$ cat src/rtl/lf_cap_sched_if.sv
// Bus bundle between the loop-filter capacitor drive scheduler and its
// requesters / capacitor model. Clock and reset stay outside the bundle.
interface lf_cap_sched_if #(
  parameter int NREQ = 2,
  parameter int IW   = 8,
  parameter int DW   = 8,
  parameter int AW   = 16
) ();
  logic [NREQ-1:0]    req;
  logic [NREQ*IW-1:0] req_icode;
  logic [NREQ*DW-1:0] req_dur;
  logic               init;
  logic [IW-1:0]      init_code;
  logic [NREQ-1:0]    gnt;
  logic [NREQ-1:0]    done;
  logic               upd;
  logic               drv_en;
  logic [IW-1:0]      drv_icode;
  logic               drv_preload;
  logic [AW-1:0]      charge_acc;
  logic               acc_sat;
  logic               busy;

  // Scheduler side
  modport slave (
    input  req, req_icode, req_dur, init, init_code,
    output gnt, done, upd, drv_en, drv_icode, drv_preload, charge_acc, acc_sat, busy
  );

  // Requester / capacitor-model side
  modport master (
    output req, req_icode, req_dur, init, init_code,
    input  gnt, done, upd, drv_en, drv_icode, drv_preload, charge_acc, acc_sat, busy
  );
endinterface

$ cat src/rtl/lf_cap_sched.sv
// Loop-filter capacitor drive scheduler: round-robin sharing of the single
// capacitor drive channel, integration tick (upd) generation, initial-condition
// preload sequencing and a saturating signed net-charge accumulator.
module lf_cap_sched #(
  parameter int NREQ   = 2,
  parameter int IW     = 8,
  parameter int DW     = 8,
  parameter int AW     = 16,
  parameter int TDIV   = 4,
  parameter int SETTLE = 2
) (
  input  logic          ck,
  input  logic          rst_n,
  lf_cap_sched_if.slave bus
);

  localparam int PW = (NREQ > 1) ? $clog2(NREQ) : 1;
  localparam int TW = $clog2(TDIV);
  localparam int SW = (SETTLE > 1) ? $clog2(SETTLE) : 1;
  localparam logic [TW-1:0] TMAX    = TW'(TDIV - 1);
  localparam logic [SW-1:0] SMAX    = SW'(SETTLE - 1);
  localparam logic [AW-1:0] ACC_MAX = {1'b0, {(AW-1){1'b1}}};
  localparam logic [AW-1:0] ACC_MIN = {1'b1, {(AW-1){1'b0}}};

  typedef enum logic [1:0] {
    ST_IDLE    = 2'd0,
    ST_PRELOAD = 2'd1,
    ST_DRIVE   = 2'd2,
    ST_SETTLE  = 2'd3
  } state_t;

  // Sign-extend a current code to accumulator width
  function automatic logic [AW-1:0] sext_code(input logic [IW-1:0] c);
    return {{(AW-IW){c[IW-1]}}, c};
  endfunction

  // Saturating signed add; result MSB flags a clamp event
  function automatic logic [AW:0] sat_add(input logic [AW-1:0] acc, input logic [IW-1:0] c);
    logic [AW-1:0] e;
    logic [AW:0]   s;
    e = sext_code(c);
    s = {acc[AW-1], acc} + {e[AW-1], e};
    if (s[AW] != s[AW-1]) begin
      return {1'b1, (s[AW] ? ACC_MIN : ACC_MAX)};
    end else begin
      return {1'b0, s[AW-1:0]};
    end
  endfunction

  state_t          r_state;
  logic [TW-1:0]   r_tcnt;
  logic            r_upd;
  logic [PW-1:0]   r_rr_ptr;
  logic            r_init_pend;
  logic [IW-1:0]   r_init_code;
  logic [DW-1:0]   r_rem;
  logic [SW-1:0]   r_scnt;
  logic [NREQ-1:0] r_gnt;
  logic [NREQ-1:0] r_done;
  logic            r_drv_en;
  logic [IW-1:0]   r_drv_icode;
  logic            r_drv_preload;
  logic [AW-1:0]   r_acc;
  logic            r_sat;
  logic            r_busy;

  logic [TW-1:0]   w_tcnt_nxt;
  logic [PW-1:0]   w_idx;
  logic [PW-1:0]   w_pick;
  logic            w_any;
  logic [NREQ-1:0] w_onehot;
  logic [IW-1:0]   w_icode;
  logic [DW-1:0]   w_dur;
  logic [PW-1:0]   w_ptr_nxt;
  logic [IW-1:0]   w_pre_code;
  logic [AW:0]     w_sat_res;

  assign w_tcnt_nxt = (r_tcnt == TMAX) ? '0 : r_tcnt + TW'(1);
  assign w_ptr_nxt  = (w_pick == PW'(NREQ - 1)) ? '0 : w_pick + PW'(1);
  // A pulse arriving in the same cycle as the preload launch is the freshest code
  assign w_pre_code = bus.init ? bus.init_code : r_init_code;
  assign w_sat_res  = sat_add(r_acc, r_drv_icode);

  // Round-robin pick from rr_ptr upward; the lowest offset with a request wins
  always_comb begin
    w_any    = 1'b0;
    w_pick   = '0;
    w_idx    = '0;
    w_onehot = '0;
    w_icode  = '0;
    w_dur    = '0;
    for (int k = NREQ - 1; k >= 0; k--) begin
      w_idx = PW'((int'(r_rr_ptr) + k) % NREQ);
      if (bus.req[w_idx]) begin
        w_any  = 1'b1;
        w_pick = w_idx;
      end else begin
        w_pick = w_pick;
      end
    end
    for (int i = 0; i < NREQ; i++) begin
      if (w_pick == PW'(i)) begin
        w_onehot[i] = 1'b1;
        w_icode     = bus.req_icode[i*IW +: IW];
        w_dur       = bus.req_dur[i*DW +: DW];
      end else begin
        w_onehot[i] = 1'b0;
      end
    end
  end

  // Free-running tick divider; upd is registered so it is high while tcnt==TDIV-1
  always_ff @(posedge ck or negedge rst_n) begin
    if (!rst_n) begin
      r_tcnt <= '0;
      r_upd  <= 1'b0;
    end else begin
      r_tcnt <= w_tcnt_nxt;
      r_upd  <= (w_tcnt_nxt == TMAX);
    end
  end

  // Scheduler FSM with init capture, accumulator and all registered outputs
  always_ff @(posedge ck or negedge rst_n) begin
    if (!rst_n) begin
      r_state       <= ST_IDLE;
      r_rr_ptr      <= '0;
      r_init_pend   <= 1'b0;
      r_init_code   <= '0;
      r_rem         <= '0;
      r_scnt        <= '0;
      r_gnt         <= '0;
      r_done        <= '0;
      r_drv_en      <= 1'b0;
      r_drv_icode   <= '0;
      r_drv_preload <= 1'b0;
      r_acc         <= '0;
      r_sat         <= 1'b0;
      r_busy        <= 1'b0;
    end else begin
      r_done <= '0;
      if (bus.init) begin
        r_init_pend <= 1'b1;
        r_init_code <= bus.init_code;
      end
      case (r_state)
        ST_IDLE: begin
          if (bus.init || r_init_pend) begin
            r_state       <= ST_PRELOAD;
            r_init_pend   <= 1'b0;
            r_drv_preload <= 1'b1;
            r_drv_icode   <= w_pre_code;
            r_acc         <= sext_code(w_pre_code);
            r_sat         <= 1'b0;
            r_busy        <= 1'b1;
          end else if (w_any) begin
            r_gnt    <= w_onehot;
            r_rr_ptr <= w_ptr_nxt;
            r_rem    <= w_dur;
            r_busy   <= 1'b1;
            if (w_dur == '0) begin
              // Zero-length drive: channel is held for the settle window only
              r_state <= ST_SETTLE;
              r_scnt  <= SMAX;
              r_done  <= (SETTLE == 1) ? w_onehot : '0;
            end else begin
              r_state     <= ST_DRIVE;
              r_drv_en    <= 1'b1;
              r_drv_icode <= w_icode;
            end
          end
        end
        ST_PRELOAD: begin
          if (r_upd) begin
            r_state       <= ST_IDLE;
            r_drv_preload <= 1'b0;
            r_drv_icode   <= '0;
            r_busy        <= 1'b0;
          end
        end
        ST_DRIVE: begin
          if (r_upd) begin
            r_acc <= w_sat_res[AW-1:0];
            if (w_sat_res[AW]) begin
              r_sat <= 1'b1;
            end
            r_rem <= r_rem - DW'(1);
            if (r_rem == DW'(1)) begin
              r_state     <= ST_SETTLE;
              r_drv_en    <= 1'b0;
              r_drv_icode <= '0;
              r_scnt      <= SMAX;
              r_done      <= (SETTLE == 1) ? r_gnt : '0;
            end
          end
        end
        ST_SETTLE: begin
          if (r_scnt == '0) begin
            r_state <= ST_IDLE;
            r_gnt   <= '0;
            r_busy  <= 1'b0;
          end else begin
            r_scnt <= r_scnt - SW'(1);
            if (r_scnt == SW'(1)) begin
              r_done <= r_gnt;
            end
          end
        end
        default: begin
          r_state       <= ST_IDLE;
          r_gnt         <= '0;
          r_drv_en      <= 1'b0;
          r_drv_icode   <= '0;
          r_drv_preload <= 1'b0;
          r_busy        <= 1'b0;
        end
      endcase
    end
  end

  assign bus.gnt         = r_gnt;
  assign bus.done        = r_done;
  assign bus.upd         = r_upd;
  assign bus.drv_en      = r_drv_en;
  assign bus.drv_icode   = r_drv_icode;
  assign bus.drv_preload = r_drv_preload;
  assign bus.charge_acc  = r_acc;
  assign bus.acc_sat     = r_sat;
  assign bus.busy        = r_busy;

endmodule

$ cat src/flat_wrapper.sv
// flat-port wrapper written by rule: the top's interface ports become plain ports
module lf_cap_sched_flat 
#(
  parameter int NREQ   = 2,
  parameter int IW     = 8,
  parameter int DW     = 8,
  parameter int AW     = 16,
  parameter int TDIV   = 4,
  parameter int SETTLE = 2
)
  (ck, rst_n, bus_req, bus_req_icode, bus_req_dur, bus_init, bus_init_code, bus_gnt, bus_done, bus_upd, bus_drv_en, bus_drv_icode, bus_drv_preload, bus_charge_acc, bus_acc_sat, bus_busy);
  lf_cap_sched_if #(.NREQ(NREQ), .IW(IW), .DW(DW), .AW(AW)) bus_i ();
  input  logic ck;
  input  logic rst_n;
  input wire logic [$bits(bus_i.req)-1:0] bus_req;
  input wire logic [$bits(bus_i.req_icode)-1:0] bus_req_icode;
  input wire logic [$bits(bus_i.req_dur)-1:0] bus_req_dur;
  input wire logic [$bits(bus_i.init)-1:0] bus_init;
  input wire logic [$bits(bus_i.init_code)-1:0] bus_init_code;
  output wire logic [$bits(bus_i.gnt)-1:0] bus_gnt;
  output wire logic [$bits(bus_i.done)-1:0] bus_done;
  output wire logic [$bits(bus_i.upd)-1:0] bus_upd;
  output wire logic [$bits(bus_i.drv_en)-1:0] bus_drv_en;
  output wire logic [$bits(bus_i.drv_icode)-1:0] bus_drv_icode;
  output wire logic [$bits(bus_i.drv_preload)-1:0] bus_drv_preload;
  output wire logic [$bits(bus_i.charge_acc)-1:0] bus_charge_acc;
  output wire logic [$bits(bus_i.acc_sat)-1:0] bus_acc_sat;
  output wire logic [$bits(bus_i.busy)-1:0] bus_busy;
  assign bus_i.req = bus_req;
  assign bus_i.req_icode = bus_req_icode;
  assign bus_i.req_dur = bus_req_dur;
  assign bus_i.init = bus_init;
  assign bus_i.init_code = bus_init_code;
  assign bus_gnt = bus_i.gnt;
  assign bus_done = bus_i.done;
  assign bus_upd = bus_i.upd;
  assign bus_drv_en = bus_i.drv_en;
  assign bus_drv_icode = bus_i.drv_icode;
  assign bus_drv_preload = bus_i.drv_preload;
  assign bus_charge_acc = bus_i.charge_acc;
  assign bus_acc_sat = bus_i.acc_sat;
  assign bus_busy = bus_i.busy;
  lf_cap_sched #(.NREQ(NREQ), .IW(IW), .DW(DW), .AW(AW), .TDIV(TDIV), .SETTLE(SETTLE)) u_core (.ck(ck), .rst_n(rst_n), .bus(bus_i));
endmodule
$ cat config.mk
export PLATFORM = sky130hd
export DESIGN_NAME = lf_cap_sched_flat
export DESIGN_NICKNAME = d
export VERILOG_FILES = /design/src/rtl/lf_cap_sched_if.sv /design/src/rtl/lf_cap_sched.sv /design/src/flat_wrapper.sv
export SDC_FILE = /design/constraint.sdc
export NUM_CORES = 1
export LEC_CHECK = 0
export CORE_ASPECT_RATIO = 1.1
export CORE_MARGIN = 2
export CORE_UTILIZATION = 48
export CTS_BUF_LIST = sky130_fd_sc_hd__clkbuf_4
export CTS_CLUSTER_SIZE = 14
export DETAILED_ROUTE_END_ITERATION = 10
export HOLD_SLACK_MARGIN = 0.05
export PLACE_DENSITY = 0.81
export SETUP_SLACK_MARGIN = 0.15
export SLEW_MARGIN = 25
export SYNTH_ARGS = -nofsm -noshare
export SYNTH_HDL_FRONTEND = slang
export SYNTH_SLANG_ARGS = --single-unit
$ cat constraint.sdc
create_clock -name ck -period 2.4 [get_ports ck]
set_clock_uncertainty 0.15 [all_clocks]
set_input_delay 0.24 -clock ck [delete_from_list [all_inputs] [get_ports ck]]
set_output_delay 0.24 -clock ck [all_outputs]
set_load 0.1 [all_outputs]
# Word level (Yosys, flattened, before mapping)
# Cells that the tools add are included.
# W data, S select, Z words.
[op_classes] eq_ne=19 muxes=71 bitwise_logic=1 order_cmp=2 n_reduce_logical=20 addsub=6
[ops] operator="$mux W8" count=12
[ops] operator="$mux W16" count=3
[ops] operator="$mux W1" count=34
[ops] operator="$pmux W16 S2" count=1
[ops] operator="$pmux W8 S3" count=1
[ops] operator="$mux W2" count=11
[ops] operator="$reduce_and A6 Y1" count=3
[ops] operator="$add A16 B8 Y17" count=1
[ops] operator="$mux W17" count=1
[ops] operator="$pmux W8 S2" count=1
[ops] operator="$ne A2 B1 Y1 const B" count=7
[ops] operator="$reduce_and A3 Y1" count=4
[ops] operator="$reduce_and A4 Y1" count=3
[ops] operator="$reduce_bool A3 Y1" count=3
[ops] operator="$eq A2 B2 Y1 const B" count=4
[ops] operator="$eq A8 B1 Y1 const B" count=1
[ops] operator="$logic_not A8 Y1" count=1
[ops] operator="$pmux W2 S4" count=1
[ops] operator="$sub A8 B1 Y8 const B" count=1
[ops] operator="$ne A2 B2 Y1 const B" count=3
[ops] operator="$pmux W1 S2" count=3
[ops] operator="$pmux W1 S3" count=2
[ops] operator="$reduce_bool A2 Y1" count=3
[ops] operator="$reduce_and A5 Y1" count=1
[ops] operator="12 further kinds" count=14
[totals] ff_bits=56 word_cells=135

# Logic depth before layout (Yosys ltp)
[depth] depth_word=11 depth_mapped=10 depth_no_buf=10

# Worst setup path before layout
# OpenSTA, ideal clock, no wires.
[synth_timing] path_kind="register to register" start="reg u_core.r_drv_icode[0] (netlist: u_core.bus.drv_icode[0])" end="reg u_core.r_acc[14] (netlist: u_core.bus.charge_acc[14])" setup_ps=82 stages_incl_launch_ff=11 setup_slack_ps=-863 t_required_ps=2168 n_path_buf=0 arrival_time_ps=3031 path_cell_list="dfrtp_1 ha_1 inv_1 fa_1 nor2b_1 o31a_1 o21ai_1 a21o_1 a311oi_4 o22ai_1 a31oi_1"
[synth_between] elab_chain_len=5
[synth_rtl] item="start: declaration" line_no="lf_cap_sched.sv:61" rtl="logic [IW-1:0] r_drv_icode;"
[synth_rtl] item="start signal: assignment" line_no="lf_cap_sched.sv:152" rtl="r_drv_icode <= w_pre_code;"
[synth_rtl] item="start signal: assignment" line_no="lf_cap_sched.sv:169" rtl="r_drv_icode <= w_icode;"
[synth_rtl] item="$add A16 B8 Y17 (*)" line_no="lf_cap_sched.sv:42" rtl="s = {acc[AW-1], acc} + {e[AW-1], e};"
[synth_rtl] item="$mux W16 / $ne A1 B1 Y1 (equally long branches)" line_no="lf_cap_sched.sv:44, lf_cap_sched.sv:43"
[synth_rtl] item="$mux W17 (*)" line_no="lf_cap_sched.sv:43" rtl="if (s[AW] != s[AW-1]) begin"
[synth_rtl] item="$mux W16 (*)" line_no="lf_cap_sched.sv:182" rtl="if (r_upd) begin"
[synth_rtl] item="$pmux W16 S2 (*)" line_no="lf_cap_sched.sv:146" rtl="case (r_state)"
[synth_rtl] item="end signal: assignment" line_no="lf_cap_sched.sv:153" rtl="r_acc <= sext_code(w_pre_code);"
[synth_rtl] item="end signal: assignment" line_no="lf_cap_sched.sv:183" rtl="r_acc <= w_sat_res[AW-1:0];"
[synth_rtl] item="end: declaration" line_no="lf_cap_sched.sv:63" rtl="logic [AW-1:0] r_acc;"
# Every way passes the cells marked *; elsewhere a longest branch is shown, timed or not. The select of a mux whose other input is x is not followed.
# A chain may end at the register's enable or synchronous reset.

# Worst setup path after layout
[layout_timing] start="reg u_core.r_drv_icode[7] (netlist: u_core.bus.drv_icode[7])" end="reg u_core.r_acc[13] (netlist: u_core.bus.charge_acc[13])"
# Same word-level chain as after synthesis.

==> reports/metrics.yaml <==
run_status:
  status: "finished, violations left"
  violations: "setup timing"
floorplanning:
  die_w_um: 88.2
  core_area_um2: 7510
  dieArea_um2: 8530
  pin_count: 78
  die_h_um: 96.7
  start_util: 0.499
  row_count: 33
route:
  via_count: 3822
  drt-pass1-iter-count: 5
  post_drt_wl_per_cell_um: 15.8
  viasPerCell: 5.57
  first_iter_violations: 207
  drc: 0
  drt_wl_total_um: 10900
  ant_nets: 0
global_routing:
  grt_pass1_vias: 3881
  antenna_found_initial: 0
  grt_max_degree: 57
  grtUsageTotal: 0.261
  grt_pass1_wl_um: 18000
  grt-ovfl-total: 0
clock_network:
  clockBufferDepth: 2
  clk_latency_ps: 400
  cts_sinks: 56
  cts_tree: "built"
  cts_max_level: 2
  clk_pin_slew_worst_paths_ps: 170
  numCtsBuffers: 5
  root_buffer: "clkbuf_4"
synthesis:
  ys_types: 59
  synthFlopType: "dfrtp_1"
  yosysWarningCount: 0
  synth_area_um2: 3750
  ys_async_sr_fraction: 1.00
  synth-edff-count: 0
  ys_seq_area_frac: 0.374
  syn_avg_cell_area_um2: 8.96
  synthesis.nets: 490
  yosys_register_bits: 56
  synth_cells: 418
sta:
  drv_slew: 0
  fmax_ghz: 0.369
  fin_crit_sh: 1.13
  worst_pin_slew_ps: 731
  worst_slack_ps: -307
  max_slew_margin: 0.513
  min_period_ps: 2710
  setup_viol: 16
  hold_violations: 0
  rsz0062_at_grt: "yes"
layout:
  nets: 652
  antennaDiodeCount: 0
  final_cell_mix: "buf_4, nand2_1, clkdlybuf4s50_1"
  area_growth_pct: 50.3
  stdcell_count: 686
  drive_gt1_frac: 0.392
  fin_area_um2: 5630
  mostFrequentLayoutCell: "buf_4"
setup_path:
  rrSetupSlack_ps: -310
  critPathLaunch: "u_core.bus.drv_icode[7]"
  cp_data_arrival_time_ps: 2890
  endpoint: "u_core.bus.charge_acc[13]"
  worstReg2RegStart: "u_core.bus.drv_icode[7]"
  critical_path_required_ps: 2580
  timing.rr.end: "u_core.bus.charge_acc[13]"
  cp-start-kind: "flip-flop"
  path_max_fanout: 7
  rr_worst_depth: 11
  crit_type: "reg2reg"
  worst_setup_path_end_kind: "flip-flop"
placed_design:
  pre_cts_slack_ps: -297
  place_area_um2: 5260
  gp_congestion: 0.902
  placedCellCount: 662
  place_hpwl_um: 7980
  port_buffers: 77
min_path:
  hold_path_class: "reg2reg"
job:
  maxCapViolCount: 0
[logic make-up after synthesis]
kind of cell | synth area share
muxes | 0.0721
and+or+nand+nor | 0.174
DFF | 0.374
adders and majority gates | 0.0922
xor gates and xnor gates | 0.0280
AOI/OAI and AO/OA | 0.226
buffers and inverters | 0.0331
[through the flow]
stage | utilization | TNS [ps] | hold slack [ps]
after floorplan | - | -3560 | -206
after global placement | 0.700 | -2470 | 270
after detailed placement | 0.700 | -4380 | 276
after CTS | 0.739 | -3970 | 315
after global routing | 0.749 | -6160 | 340
final | 0.749 | -4130 | 316
[per-layer routing]
metal	up-vias	global-route usage	wire (um)	part of all wire
li1	1834	-	-	-
met1	1857	0.344	4600	0.42
met2	117	0.449	5610	0.52
met3	14	0.0307	524	0.048
met4	0	0.0676	144	0.013
met5	-	0	0	0
[sequential cells by signal (all words and copies together) (netlist names), 2 cells and up]
signal,flops
u_core.bus.charge_acc,16
u_core.bus.done,2
u_core.bus.drv_icode,8
u_core.bus.gnt,2
u_core.r_init_code,8
u_core.r_rem,8
u_core.r_state,2
u_core.r_tcnt,2
[synthesized netlist by cell type, drive strengths merged, types with 4 or more instances]
library cell / instances / area, um2
a21o: 5 / 37.5
a21oi: 33 / 173
a31oi: 5 / 31.3
and3: 7 / 48.8
buf: 7 / 33.8
clkbuf: 7 / 26.3
dfrtp: 56 / 1400
ha: 26 / 325
inv: 17 / 63.8
mux2: 16 / 180
mux2i: 9 / 90.1
nand2: 57 / 216
nand3: 11 / 55.1
nor2: 35 / 131
nor3: 12 / 60.1
nor4: 4 / 25.0
o211ai: 6 / 50.1
o21ai: 32 / 164
o22ai: 6 / 37.5
o31ai: 14 / 105
xnor2: 4 / 35.0
xor2: 8 / 70.1
[repair_timing]
action                                  in CTS  in global routing
endpoints found under the hold margin       56                  0
resized for setup                           28                 14
endpoints found under the setup margin      24                 33
setup buffers                               12                  3
pin swaps                                   15                  9
hold buffers                                 1                  0
cloned                                       0                  0
[worst min path at each step]
| stage | start | end | slack [ps] | cells past startpoint |
|---|---|---|---|---|
| after global placement | rst_n | u_core.bus.charge_acc[10] | 270 | 2 |
| after detailed placement | rst_n | u_core.bus.charge_acc[9] | 280 | 2 |
| after CTS | u_core.r_tcnt[0] | u_core.r_tcnt[0] | 310 | 1 |
| after floorplan | rst_n | u_core.bus.acc_sat | -210 | 0 |
| after global routing | bus_init_code[5] | u_core.r_init_code[5] | 340 | 2 |
| final | u_core.r_tcnt[0] | u_core.r_tcnt[0] | 320 | 1 |
[cell type report]
cell class	instances	area, um2
inverters	17	63.8
repair buffers	169	1410
clock buffers	5	37.5
fillers	535	1880
flip-flops and latches	56	1470
multi-input cells	331	2480
clock inverters	3	37.5
well taps	105	131
[worst max-delay path: stages (launching register included)]
cell      delay [ps]
dfrtp_4          570
buf_6            140
ha_4             270
nand2_1           50
o21a_1           210
o211ai_1         370
o21ai_1          170
a22oi_4          250
buf_12           150
a21oi_2           50
buf_6            140
a21oi_2          120
Power is left out: the tool's default activity adds up to more than one toggle a clock period on the data nets, which glitch-free logic cannot reach.
